### src/rtl/dmem_bus_ctrl_pkg.sv
// Shared types and defaults for the data-memory bus controller.
// State encodings are fixed so they line up with the legacy 2-bit DMEM_ST_* values.
package dmem_bus_ctrl_pkg;

  localparam int unsigned DmemAddrW      = 32;
  localparam int unsigned DmemDataW      = 32;
  localparam int unsigned DmemTimeoutCyc = 16;
  localparam logic [31:0] DmemErrData    = 32'hDEADBEEF;

  typedef enum logic [1:0] {
    StIdle = 2'b00,
    StBusy = 2'b01,
    StDone = 2'b10
  } dmem_state_e;

  function automatic logic is_word_aligned(input logic [1:0] lsb);
    return lsb == 2'b00;
  endfunction

endpackage

### src/rtl/dmem_bus_ctrl_if.sv
// Request/acknowledge memory bus between the controller (master) and memory (slave).
interface dmem_bus_ctrl_if #(
  parameter int unsigned ADDR_W = 32,
  parameter int unsigned DATA_W = 32
) ();

  logic              req;
  logic              we;
  logic [ADDR_W-1:0] addr;
  logic [DATA_W-1:0] wdata;
  logic              ack;
  logic [DATA_W-1:0] rdata;

  modport master (
    output req, we, addr, wdata,
    input  ack, rdata
  );

  modport slave (
    input  req, we, addr, wdata,
    output ack, rdata
  );

endinterface

### src/rtl/dmem_bus_ctrl_timeout_ctr.sv
// Cycle counter for an outstanding bus request; expires on the last allowed BUSY cycle.
module dmem_bus_ctrl_timeout_ctr #(
  parameter int unsigned TIMEOUT_CYC = 16
) (
  input  logic i_clk,
  input  logic i_rst_n,
  input  logic i_clr,
  input  logic i_en,
  output logic o_expire
);

  localparam int unsigned CntW = $clog2(TIMEOUT_CYC);
  localparam logic [CntW-1:0] CntLast = CntW'(TIMEOUT_CYC - 1);

  logic [CntW-1:0] r_cnt;

  always_ff @(posedge i_clk or negedge i_rst_n) begin
    if (!i_rst_n) begin
      r_cnt <= '0;
    end else if (i_clr) begin
      r_cnt <= '0;
    end else if (i_en) begin
      r_cnt <= r_cnt + CntW'(1);
    end
  end

  assign o_expire = (r_cnt == CntLast);

endmodule

### src/rtl/dmem_bus_ctrl.sv
// MEM-stage data access controller: turns a single-cycle load/store into a req/ack bus
// transaction, stalls the pipeline until it completes, and flags misalignment or timeout.
module dmem_bus_ctrl
  import dmem_bus_ctrl_pkg::*;
#(
  parameter int unsigned       ADDR_W      = DmemAddrW,
  parameter int unsigned       DATA_W      = DmemDataW,
  parameter int unsigned       TIMEOUT_CYC = DmemTimeoutCyc,
  parameter logic [DATA_W-1:0] ERR_DATA    = DmemErrData
) (
  input  logic              i_clk,
  input  logic              i_rst_n,
  input  logic              i_acc_valid,
  input  logic              i_acc_we,
  input  logic [ADDR_W-1:0] i_acc_addr,
  input  logic [DATA_W-1:0] i_acc_wdata,
  output logic              o_stall_m,
  output logic [DATA_W-1:0] o_read_data,
  output logic              o_err_flag,
  dmem_bus_ctrl_if.master   bus
);

  dmem_state_e r_state;
  dmem_state_e w_state_next;

  logic              r_bus_req;
  logic              r_bus_we;
  logic [ADDR_W-1:0] r_bus_addr;
  logic [DATA_W-1:0] r_bus_wdata;
  logic [DATA_W-1:0] r_read_data;
  logic              r_err_flag;

  logic w_aligned;
  logic w_launch;
  logic w_misalign;
  logic w_ack_done;
  logic w_timeout;
  logic w_expire;
  logic w_ctr_clr;
  logic w_ctr_en;

  dmem_bus_ctrl_timeout_ctr #(
    .TIMEOUT_CYC (TIMEOUT_CYC)
  ) u_timeout_ctr (
    .i_clk    (i_clk),
    .i_rst_n  (i_rst_n),
    .i_clr    (w_ctr_clr),
    .i_en     (w_ctr_en),
    .o_expire (w_expire)
  );

  always_ff @(posedge i_clk or negedge i_rst_n) begin
    if (!i_rst_n) begin
      r_state <= StIdle;
    end else begin
      r_state <= w_state_next;
    end
  end

  always_comb begin
    w_state_next = r_state;
    unique case (r_state)
      StIdle: begin
        if (i_acc_valid) begin
          w_state_next = is_word_aligned(i_acc_addr[1:0]) ? StBusy : StDone;
        end
      end
      StBusy: begin
        if (bus.ack || w_expire) begin
          w_state_next = StDone;
        end
      end
      StDone:  w_state_next = StIdle;
      default: w_state_next = StIdle;
    endcase
  end

  always_comb begin
    w_aligned  = is_word_aligned(i_acc_addr[1:0]);
    w_launch   = 1'b0;
    w_misalign = 1'b0;
    w_ack_done = 1'b0;
    w_timeout  = 1'b0;
    w_ctr_en   = 1'b0;
    w_ctr_clr  = (r_state != StBusy);
    // DONE is the only state that lets the pipeline advance.
    o_stall_m  = i_acc_valid && (r_state != StDone);
    unique case (r_state)
      StIdle: begin
        w_launch   = i_acc_valid && w_aligned;
        w_misalign = i_acc_valid && !w_aligned;
      end
      StBusy: begin
        w_ctr_en   = 1'b1;
        w_ack_done = bus.ack;
        // An ack on the expiry cycle still completes the access cleanly.
        w_timeout  = !bus.ack && w_expire;
      end
      default: ;
    endcase
  end

  always_ff @(posedge i_clk or negedge i_rst_n) begin
    if (!i_rst_n) begin
      r_bus_req   <= 1'b0;
      r_bus_we    <= 1'b0;
      r_bus_addr  <= '0;
      r_bus_wdata <= '0;
      r_read_data <= '0;
      r_err_flag  <= 1'b0;
    end else begin
      if (w_launch) begin
        r_bus_req   <= 1'b1;
        r_bus_we    <= i_acc_we;
        r_bus_addr  <= i_acc_addr;
        r_bus_wdata <= i_acc_wdata;
      end
      if (w_ack_done || w_timeout) begin
        r_bus_req <= 1'b0;
      end
      if (w_ack_done && !r_bus_we) begin
        r_read_data <= bus.rdata;
      end
      if (w_misalign || w_timeout) begin
        r_read_data <= ERR_DATA;
        r_err_flag  <= 1'b1;
      end
    end
  end

  assign bus.req     = r_bus_req;
  assign bus.we      = r_bus_we;
  assign bus.addr    = r_bus_addr;
  assign bus.wdata   = r_bus_wdata;
  assign o_read_data = r_read_data;
  assign o_err_flag  = r_err_flag;

endmodule

### src/flat_wrapper.sv
// flat-port wrapper written by rule: the top's interface ports become plain ports
module dmem_bus_ctrl_flat import dmem_bus_ctrl_pkg::*;
#(
  parameter int unsigned       ADDR_W      = DmemAddrW,
  parameter int unsigned       DATA_W      = DmemDataW,
  parameter int unsigned       TIMEOUT_CYC = DmemTimeoutCyc,
  parameter logic [DATA_W-1:0] ERR_DATA    = DmemErrData
)
  (i_clk, i_rst_n, i_acc_valid, i_acc_we, i_acc_addr, i_acc_wdata, o_stall_m, o_read_data, o_err_flag, bus_req, bus_we, bus_addr, bus_wdata, bus_ack, bus_rdata);
  dmem_bus_ctrl_if #(.ADDR_W(ADDR_W), .DATA_W(DATA_W)) bus_i ();
  input  logic i_clk;
  input  logic i_rst_n;
  input  logic i_acc_valid;
  input  logic i_acc_we;
  input  logic [ADDR_W-1:0] i_acc_addr;
  input  logic [DATA_W-1:0] i_acc_wdata;
  output logic o_stall_m;
  output logic [DATA_W-1:0] o_read_data;
  output logic o_err_flag;
  output wire logic [$bits(bus_i.req)-1:0] bus_req;
  output wire logic [$bits(bus_i.we)-1:0] bus_we;
  output wire logic [$bits(bus_i.addr)-1:0] bus_addr;
  output wire logic [$bits(bus_i.wdata)-1:0] bus_wdata;
  input wire logic [$bits(bus_i.ack)-1:0] bus_ack;
  input wire logic [$bits(bus_i.rdata)-1:0] bus_rdata;
  assign bus_req = bus_i.req;
  assign bus_we = bus_i.we;
  assign bus_addr = bus_i.addr;
  assign bus_wdata = bus_i.wdata;
  assign bus_i.ack = bus_ack;
  assign bus_i.rdata = bus_rdata;
  dmem_bus_ctrl #(.ADDR_W(ADDR_W), .DATA_W(DATA_W), .TIMEOUT_CYC(TIMEOUT_CYC), .ERR_DATA(ERR_DATA)) u_core (.i_clk(i_clk), .i_rst_n(i_rst_n), .i_acc_valid(i_acc_valid), .i_acc_we(i_acc_we), .i_acc_addr(i_acc_addr), .i_acc_wdata(i_acc_wdata), .o_stall_m(o_stall_m), .o_read_data(o_read_data), .o_err_flag(o_err_flag), .bus(bus_i));
endmodule
### config.mk
export PLATFORM = sky130hd
export DESIGN_NAME = dmem_bus_ctrl_flat
export DESIGN_NICKNAME = d
export VERILOG_FILES = /design/src/rtl/dmem_bus_ctrl_pkg.sv /design/src/rtl/dmem_bus_ctrl_if.sv /design/src/rtl/dmem_bus_ctrl_timeout_ctr.sv /design/src/rtl/dmem_bus_ctrl.sv /design/src/flat_wrapper.sv
export SDC_FILE = /design/constraint.sdc
export NUM_CORES = 1
export LEC_CHECK = 0
export CAP_MARGIN = 10
export CORE_UTILIZATION = 37
export DETAILED_ROUTE_END_ITERATION = 16
export PLACE_DENSITY_LB_ADDON = 0.1
export SYNTH_ARGS = -nofsm -noshare
export SYNTH_HDL_FRONTEND = slang
export SYNTH_SLANG_ARGS = --single-unit
### constraint.sdc
create_clock -name i_clk -period 1.8 [get_ports i_clk]
set_clock_uncertainty 0.05 [all_clocks]
set_input_delay 0.27 -clock i_clk [delete_from_list [all_inputs] [get_ports i_clk]]
set_output_delay 0.27 -clock i_clk [all_outputs]
set_load 0.01 [all_outputs]
After elaboration in Yosys (flattened, before gate mapping)
Index checks and enable logic that the tools add are counted.
- register bits after elaboration: 105
- latch bits: 0
- RAM bits: 0
- memory bits (read-only): 0
- input bits: 101
- output and inout port bits: 100
- word-level logic and storage cells: 47
- memories kept: 0
- $add $sub $neg: 1
- multiply operators: 0
- divide/modulo/power cells: 0
- magnitude comparators: 0
- equal/unequal tests: 6
- shifts and indexed selects: 0
- multiplexer cells: 15
- bitwise operators: 0
- reductions and logical operators: 17
- operators with widths (operator ; count):
    two-way mux 32 bit ; 2
    two-way mux 4 bit ; 2
    two-way mux 1 bit ; 7
    two-way mux 2 bit ; 3
    nonzero test 2 bit ; 3
    logical AND 1 bit ; 5
    adder 4 x 1 -> 4 bit, second input constant ; 1
    equality test 4 bit, second input constant ; 1
    zero test 2 bit ; 2
    inequality test 2 x 1 -> 1 bit, second input constant ; 2
    inequality test 2 bit, second input constant ; 2
    case mux 2 bit (2 select lines) ; 1
    zero test 1 bit ; 3
    logical OR 1 bit ; 3
    equality test 2 x 1 -> 1 bit, second input constant ; 1
    AND reduction 2 bit ; 1

Depth between registers and ports, before layout
Gate-level depths: netlist of the first run.
- depth after elaboration: 6
- gate-level depth with buffers: 6
- gate-level depth less buffers: 4

By module
Synthesis of the first run repeated with hierarchy kept, for this count alone.
- cell total of the unflattened synthesis: 315
- area total of the unflattened synthesis: 4169.0 um^2
- modules (own cells, without submodules) (module ; instances ; cells an instance ; area each (um^2) ; sequential area each (um^2)):
    dmem_bus_ctrl ; 1 ; 298 ; 3970.1 ; 2527.4
    dmem_bus_ctrl_timeout_ctr ; 1 ; 17 ; 198.9 ; 100.1

Worst setup path before layout of the first run
Ideal clock, no wire load.
- path type: reg2reg
- from: register u_core.r_state[0]
- to: register u_core.r_bus_wdata[10], in the netlist u_core.bus.wdata[10]
- setup time: 125 ps
- arrival: 1787 ps
- required time: 1625 ps
- slack: -162 ps
- stages on the path, launching flop included: 7
- buffers on the path: 3
- clock period less this slack: 1962 ps
- cells stage by stage: dfrtp_1 or3b_4 or3_1 clkbuf_1 buf_6 buf_6 mux2_4
- word-level cells in the longest chain between the ends: 2
- ends and longest elaborated chain (element ; RTL line ; RTL):
    start, declared ; dmem_bus_ctrl.sv:23 ; dmem_state_e r_state;
    start signal, assigned ; dmem_bus_ctrl.sv:54 ; r_state <= StIdle;
    start signal, assigned ; dmem_bus_ctrl.sv:56 ; r_state <= w_state_next;
    zero test 2 bit ; dmem_bus_ctrl.sv:88 ; unique case (r_state)
    two-way mux 1 bit ; dmem_bus_ctrl.sv:88 ;
    end signal, assigned ; dmem_bus_ctrl.sv:116 ; r_bus_wdata <= i_acc_wdata;
    end, declared ; dmem_bus_ctrl.sv:29 ; logic [DATA_W-1:0] r_bus_wdata;
No other way between the ends.
A chain may end at the register's enable or synchronous reset.

Final worst setup path of the first run
- from: register u_core.r_state[1]
- to: register u_core.r_bus_addr[30], in the netlist u_core.bus.addr[30]
- word-level cells in the longest chain between the ends: 2
- ends and longest elaborated chain (element ; RTL line ; RTL):
    zero test 2 bit ; dmem_bus_ctrl.sv:88 ;
    two-way mux 1 bit ; dmem_bus_ctrl.sv:88 ;
    end signal, assigned ; dmem_bus_ctrl.sv:115 ; r_bus_addr <= i_acc_addr;
    end, declared ; dmem_bus_ctrl.sv:28 ; logic [ADDR_W-1:0] r_bus_addr;
No other way between the ends.

==> impl_metrics.json, run 1 <==
{
  "synth_nets": 414,
  "ys_top_cells_by_area": "dfrtp_1 64%, mux2_2 10%, mux2_4 9.4%",
  "fmax_mhz": 532.0,
  "wl_per_cell_um": 15.77,
  "overflow": 0,
  "syn_avg_cell_area_um2": 13.25,
  "antenna_found_initial": 0,
  "synth_top_area_share_pct": 63.56,
  "ctsRootBufferMaster": "clkbuf_8",
  "intPower_uw": 5162,
  "clk_pin_slew_ns": 0.10,
  "die_area_um2": 11600,
  "design_area_um2": 6600,
  "crit_arrival_ns": 2.09,
  "worst_setup_path_start_kind": "flop",
  "synth_top_area_cell": "dfrtp_1",
  "drive_gt1_share_pct": 18.36,
  "required_ns": 2.01,
  "seq_area_frac_synth_pct": 63.56,
  "area_growth_pct": 59.65,
  "core-area_um2": 10840,
  "path_max_fanout": 51,
  "grt_pass1_wl_um": 16080,
  "clock_latency_ns": 0.37,
  "layout_common_cells": "198 x clkdlybuf4s50_1, 105 x dfrtp_1, 64 x nand2_1",
  "ys_warn_count": 0,
  "gp_congestion": 0.7279,
  "maxCapViolations": 0,
  "hold_path_class": "primary input to async pin",
  "fillers": 922,
  "drt_iter0_markers": 100,
  "setup-tns-final_ns": -3.494,
  "drv_slew": 0,
  "crit_path_end_kind": "flop",
  "finalSetupViolations": 63,
  "fin_util_pct": 60.88,
  "diodes": 0,
  "cts_buffers": 9,
  "place_area_um2": 6396,
  "peakVddDrop_uv": 757.8,
  "cts_setup_buffers": 0,
  "failed_checks": "negative setup slack",
  "switching_share_pct": 27.40,
  "antenna_left": 0,
  "start_util_pct": 38.13,
  "rsz0062_at_grt": "yes",
  "ys_ff_latch": 105,
  "die_h_um": 107.7,
  "pwr-share-clk_pct": 20.3,
  "ios": 201,
  "status": "finished, violations left",
  "fp.dieW_um": 107.7,
  "p_per_area_nw_per_um2": 1077,
  "worstSetupPathType": "flop to flop",
  "cts.sinks": 105,
  "vias": 3087,
  "rows": 38,
  "synthesis.area_um2": 4134,
  "drc": 0,
  "pwr-share-seq_pct": 44.9,
  "postLayoutSetupSlackWorst_ns": -0.07986,
  "grt_max_degree": 52,
  "power.switching_uw": 1948,
  "synth_cell_types": 27,
  "htreeDepth": 3,
  "nets": 620,
  "combPwrFrac_pct": 34.8,
  "grt_pass1_vias": 3118,
  "tritoncts": "yes",
  "place_hpwl_um": 7677,
  "clockBufferDepth": 2,
  "postRouteWirelength_um": 10460,
  "firstDrtPassIters": 6,
  "port_buffers": 200,
  "hold_viol": 0,
  "period_share_pct": 104.4,
  "timing.final.crit_period_ns": 1.880,
  "layout_commonest_cell": "clkdlybuf4s50_1",
  "track_usage_pct": 18.60,
  "worstMarginPinSlew_ns": 0.5288,
  "routed_via_density": 4.656,
  "p_leak_uw": 0.002897,
  "reg2regPathDepth": 4,
  "max_slew_margin_pct": 64.75,
  "synthCells": 312
}
[routing by layer]
metal	vias to the layer above	global-route usage [%]	share of wire, %	wire (µm)
met4	0	6.164	1.4	144
met1	1495	22.55	41	4328
li1	1459	-	-	-
met3	9	8.172	9.9	1039
met5	-	0	0	0
met2	124	29.49	47	4945
[stage by stage]
stage / hold WS (ns) / setup slack [ns] / instances / total power (µW)
5_1_grt: 0.3571 / -0.1097 / 663 / 7512
4_1_cts: 0.3446 / -0.07548 / 663 / 7230
6_report: 0.3588 / -0.07986 / 663 / 7110
3_3_place_gp: 0.2432 / -0.3913 / 646 / 5680
3_5_place_dp: 0.2434 / -0.4119 / 646 / 5753
2_1_floorplan: -0.07559 / -0.1528 / 312 / 4158
[sequential cells by signal, indices dropped and copies added, names as in the netlist]
| signal | flops |
|---|---|
| u_core.o_err_flag | 1 |
| u_core.bus.req | 1 |
| u_core.r_state | 2 |
| u_core.u_timeout_ctr.r_cnt | 4 |
| u_core.bus.addr | 32 |
| u_core.bus.wdata | 32 |
| u_core.o_read_data | 32 |
| u_core.bus.we | 1 |
[kinds of logic after synthesis]
kind of cell | after synthesis | share of synthesized area (%)
compound gates | 15 | 2.270
xor+xnor | 2 | 0.4238
fa+ha+maj | 1 | 0.3026
buf+inv | 22 | 2.814
flops | 105 | 63.56
mux | 63 | 19.52
simple gates | 104 | 11.11
[Yosys cell counts]
master,n
dfrtp_1,105
nand2_1,64
mux2_2,37
mux2_4,26
nand3_1,26
clkbuf_1,12
a21oi_1,8
nor2_1,5
buf_6,4
buf_2,3
inv_1,3
a21boi_0,2
and2_1,2
nand2b_1,2
and3_1,1
ha_1,1
nor4bb_1,1
o21ai_0,1
o21bai_1,1
o31ai_1,1
o32a_1,1
o32ai_1,1
or3_1,1
or3b_4,1
or4bb_1,1
xnor2_1,1
xor2_1,1
[what timing repair did]
item,4_1_cts,5_1_grt
gates resized for setup,1,0
hold buffers,1,0
endpoints found under the setup margin,64,63
cloned,0,0
endpoints found under the hold margin,36,0
[worst max-delay path: stages, from the launching register on]
cell	delay (ns)
dfrtp_1	0.39
or3b_4	0.40
or3_4	0.35
buf_12	0.20
mux2_2	0.32
[area by class of cell]
cell class | count | area, µm² | share of cell area, %
multi-input cells | 185 | 1410 | 21.36
clock buffers | 9 | 123.9 | 1.877
flip-flops and latches | 105 | 2628 | 39.81
clock inverters | 7 | 71.32 | 1.081
inverters | 3 | 11.26 | 0.1706
repair buffers | 214 | 2181 | 33.04
well taps | 140 | 175.2 | 2.654
[final timing paths]
check / from / endpoint / slack [ns]
setup / recovery: u_core.r_state[1] / u_core.bus.addr[30] / -0.08
hold / removal: i_rst_n / u_core.bus.wdata[17] / 0.36
setup reg to reg: u_core.r_state[1] / u_core.bus.addr[30] / -0.08
hold reg to reg: u_core.u_timeout_ctr.r_cnt[0] / u_core.u_timeout_ctr.r_cnt[0] / 0.41
max in group asynchronous: i_rst_n / u_core.bus.wdata[10] / 0.76
min in group i_clk: bus_rdata[24] / u_core.o_read_data[24] / 0.38
[power by group through the flow]
stage,Combinational (µW),Clock (µW),Sequential [µW]
2_1_floorplan,684,0,3470
3_3_place_gp,2460,0,3220
3_5_place_dp,2510,0,3240
4_1_cts,2520,1520,3200
5_1_grt,2640,1610,3260
6_report,2480,1440,3190
Power figures use the tool's default switching activity.
==> run 2, diff against run 1 <==
--- a/config.mk
+++ b/config.mk
@@ -9,6 +9,7 @@
 export CORE_UTILIZATION = 37
 export DETAILED_ROUTE_END_ITERATION = 16
 export PLACE_DENSITY_LB_ADDON = 0.1
+export REMOVE_ABC_BUFFERS = 1
 export SYNTH_ARGS = -nofsm -noshare
 export SYNTH_HDL_FRONTEND = slang
 export SYNTH_SLANG_ARGS = --single-unit
==> constraint.sdc (replaced) <==
create_clock -name i_clk -period 1.6 [get_ports i_clk]
set_clock_uncertainty 0.05 [all_clocks]
set_input_delay 0.24 -clock i_clk [delete_from_list [all_inputs] [get_ports i_clk]]
set_output_delay 0.24 -clock i_clk [all_outputs]
set_load 0.01 [all_outputs]
==> run 2 against run 1 <==
- the flow still finishes with violations (negative setup slack)
- clock power is 3% higher
- sequential cell count unchanged
- fmax increased by 0.75%
- non-clock buffer count rose by 6
- sequential power increased by 12%
- setup slack worse by 0.19 ns
- critical path type unchanged
- highest routed layer unchanged
==> impl_metrics.json, run 2 (synthesis gave the netlist of run 1 again) <==
{
  "status": "finished, violations left",
  "failed_checks": "negative setup slack",
  "cts.sinks": 105,
  "die_h_um": 107.7,
  "worstSetupPathType": "flop to flop",
  "finalSetupViolations": 91,
  "antenna_found_initial": 0,
  "design_area_um2": 6773,
  "r2r-end": "u_core.bus.wdata[14]",
  "p_leak_uw": 0.003336,
  "hold_viol": 0,
  "crit_path_end_kind": "flop",
  "core-area_um2": 10840,
  "postLayoutSetupSlackWorst_ns": -0.2658,
  "path_max_fanout": 33,
  "ctsRootBufferMaster": "clkbuf_8",
  "wl_per_cell_um": 15.39,
  "drc": 0,
  "fillers": 889,
  "peakVddDrop_uv": 656.1,
  "crit_path_top_delay_cell": "or3b_4",
  "drv_slew": 0,
  "r2r_setup_slack_ns": -0.27,
  "grt_pass1_vias": 3125,
  "r2r_start": "u_core.r_state[0]",
  "cts_buffers": 9,
  "place_hpwl_um": 7197,
  "p_per_area_nw_per_um2": 1150,
  "maxCapViolations": 0,
  "clockBufferDepth": 2,
  "start_util_pct": 38.13,
  "grt_pass1_wl_um": 15650,
  "timing.final.crit_period_ns": 1.866,
  "overflow": 0,
  "tritoncts": "yes",
  "vias": 3096,
  "fp.dieW_um": 107.7,
  "layout_common_cells": "155 x clkdlybuf4s50_1, 105 x dfrtp_1, 64 x nand2_1",
  "max_slew_margin_pct": 80.94,
  "hold-worst-slack_ns": 0.2665,
  "multi_input_area_um2": 1414,
  "grt_max_degree": 47,
  "crit_chain": "or3b_4, or3_4, buf_12, mux2_4",
  "nets": 626,
  "drt_iter0_markers": 98,
  "fmax_mhz": 536.0,
  "layout_commonest_cell": "clkdlybuf4s50_1",
  "clock_latency_ns": 0.36,
  "crit_arrival_ns": 2.07,
  "firstDrtPassIters": 3,
  "area_growth_pct": 63.83,
  "hold_path_class": "primary input to async pin",
  "htreeDepth": 3,
  "rows": 38,
  "reg2regPathDepth": 4,
  "worstMarginPinSlew_ns": 0.2860,
  "antenna_left": 0,
  "slowest_delay_ns": 0.40,
  "place_area_um2": 6424,
  "regArea_um2": 2628,
  "ios": 201,
  "gp_congestion": 0.7415,
  "worst_setup_path_start_kind": "flop",
  "clk_pin_slew_ns": 0.09,
  "port_buffers": 200,
  "required_ns": 1.80,
  "die_area_um2": 11600,
  "drive_gt1_share_pct": 19.17,
  "postRouteWirelength_um": 10270,
  "rsz0062_at_grt": "yes",
  "period_share_pct": 116.6,
  "routed_via_density": 4.642,
  "track_usage_pct": 17.73,
  "diodes": 0,
  "setup-tns-final_ns": -16.22
}
## run 2: cell types whose count changed in the layout (fill, tap and decap cells not counted), moves of 2 or more
cell	before	now
dlygate4sd2_1	1	4
buf_6	0	2
dlymetal6s2s_1	0	39
clkbuf_8	9	11
buf_16	0	2
clkdlybuf4s50_1	198	155
clkinv_2	2	0
## run 2: power by group
group / internal (µW) / switching, µW
combinational: 1770 / 975
sequential: 3260 / 300
clock: 636 / 845
## run 2: per-stage QoR
step | power (µW) | utilization (%) | setup WS [ns] | cells
final | 7789 | 62.48 | -0.2658 | 667
after global routing | 8203 | 62.48 | -0.2981 | 667
after CTS | 7978 | 61.58 | -0.2639 | 667
after detailed placement | 6462 | 59.26 | -0.5757 | 648
after global placement | 6401 | 59.26 | -0.5720 | 648
after floorplan | 4665 | - | -1.566 | 293
## run 2: area by class of cell
type | instances | share of cell area [%]
clock buffers | 12 | 2.291
repair buffers | 220 | 35.06
clock inverters | 2 | 0.2217
flip-flops and latches | 105 | 38.80
well taps | 140 | 2.586
multi-input cells | 185 | 20.88
inverters | 3 | 0.1663
## run 2: metal layers
layer	vias up	GRT usage [%]	wire length [µm]
met1	1517	22.66	4341
met3	15	3.027	508
li1	1471	-	-
met4	0	8.121	225
met5	-	0	0
met2	93	29.30	5190
## run 2: how the worst max path moves through the flow
stage                                 start                      to  slack [ns]
final                     u_core.r_state[0]    u_core.bus.wdata[14]       -0.27
after global placement          i_acc_valid     u_core.bus.wdata[8]       -0.57
after detailed placement        i_acc_valid    u_core.bus.wdata[14]       -0.58
after global routing      u_core.r_state[1]    u_core.bus.wdata[14]       -0.30
after floorplan               u_core.bus.we  u_core.o_read_data[14]       -1.57
after CTS                 u_core.r_state[0]    u_core.bus.wdata[14]       -0.26
## run 2: critical path: cells and delay by family (launching register included)
| family | cells | cell delay [ns] |
|---|---|---|
| mux | 1 | 0.32 |
| simple gates | 2 | 0.78 |
| buf+inv | 1 | 0.20 |
| flops | 1 | 0.39 |
## run 2: what timing repair did
| action | CTS | global route |
|---|---|---|
| endpoints found under the hold margin | 17 | 0 |
| gates cloned | 2 | 0 |
| setup endpoints to repair | 98 | 139 |
| resized for setup | 14 | 40 |
| hold buffers | 1 | 0 |
| buffers inserted | 2 | 0 |
| pin swaps | 1 | 0 |
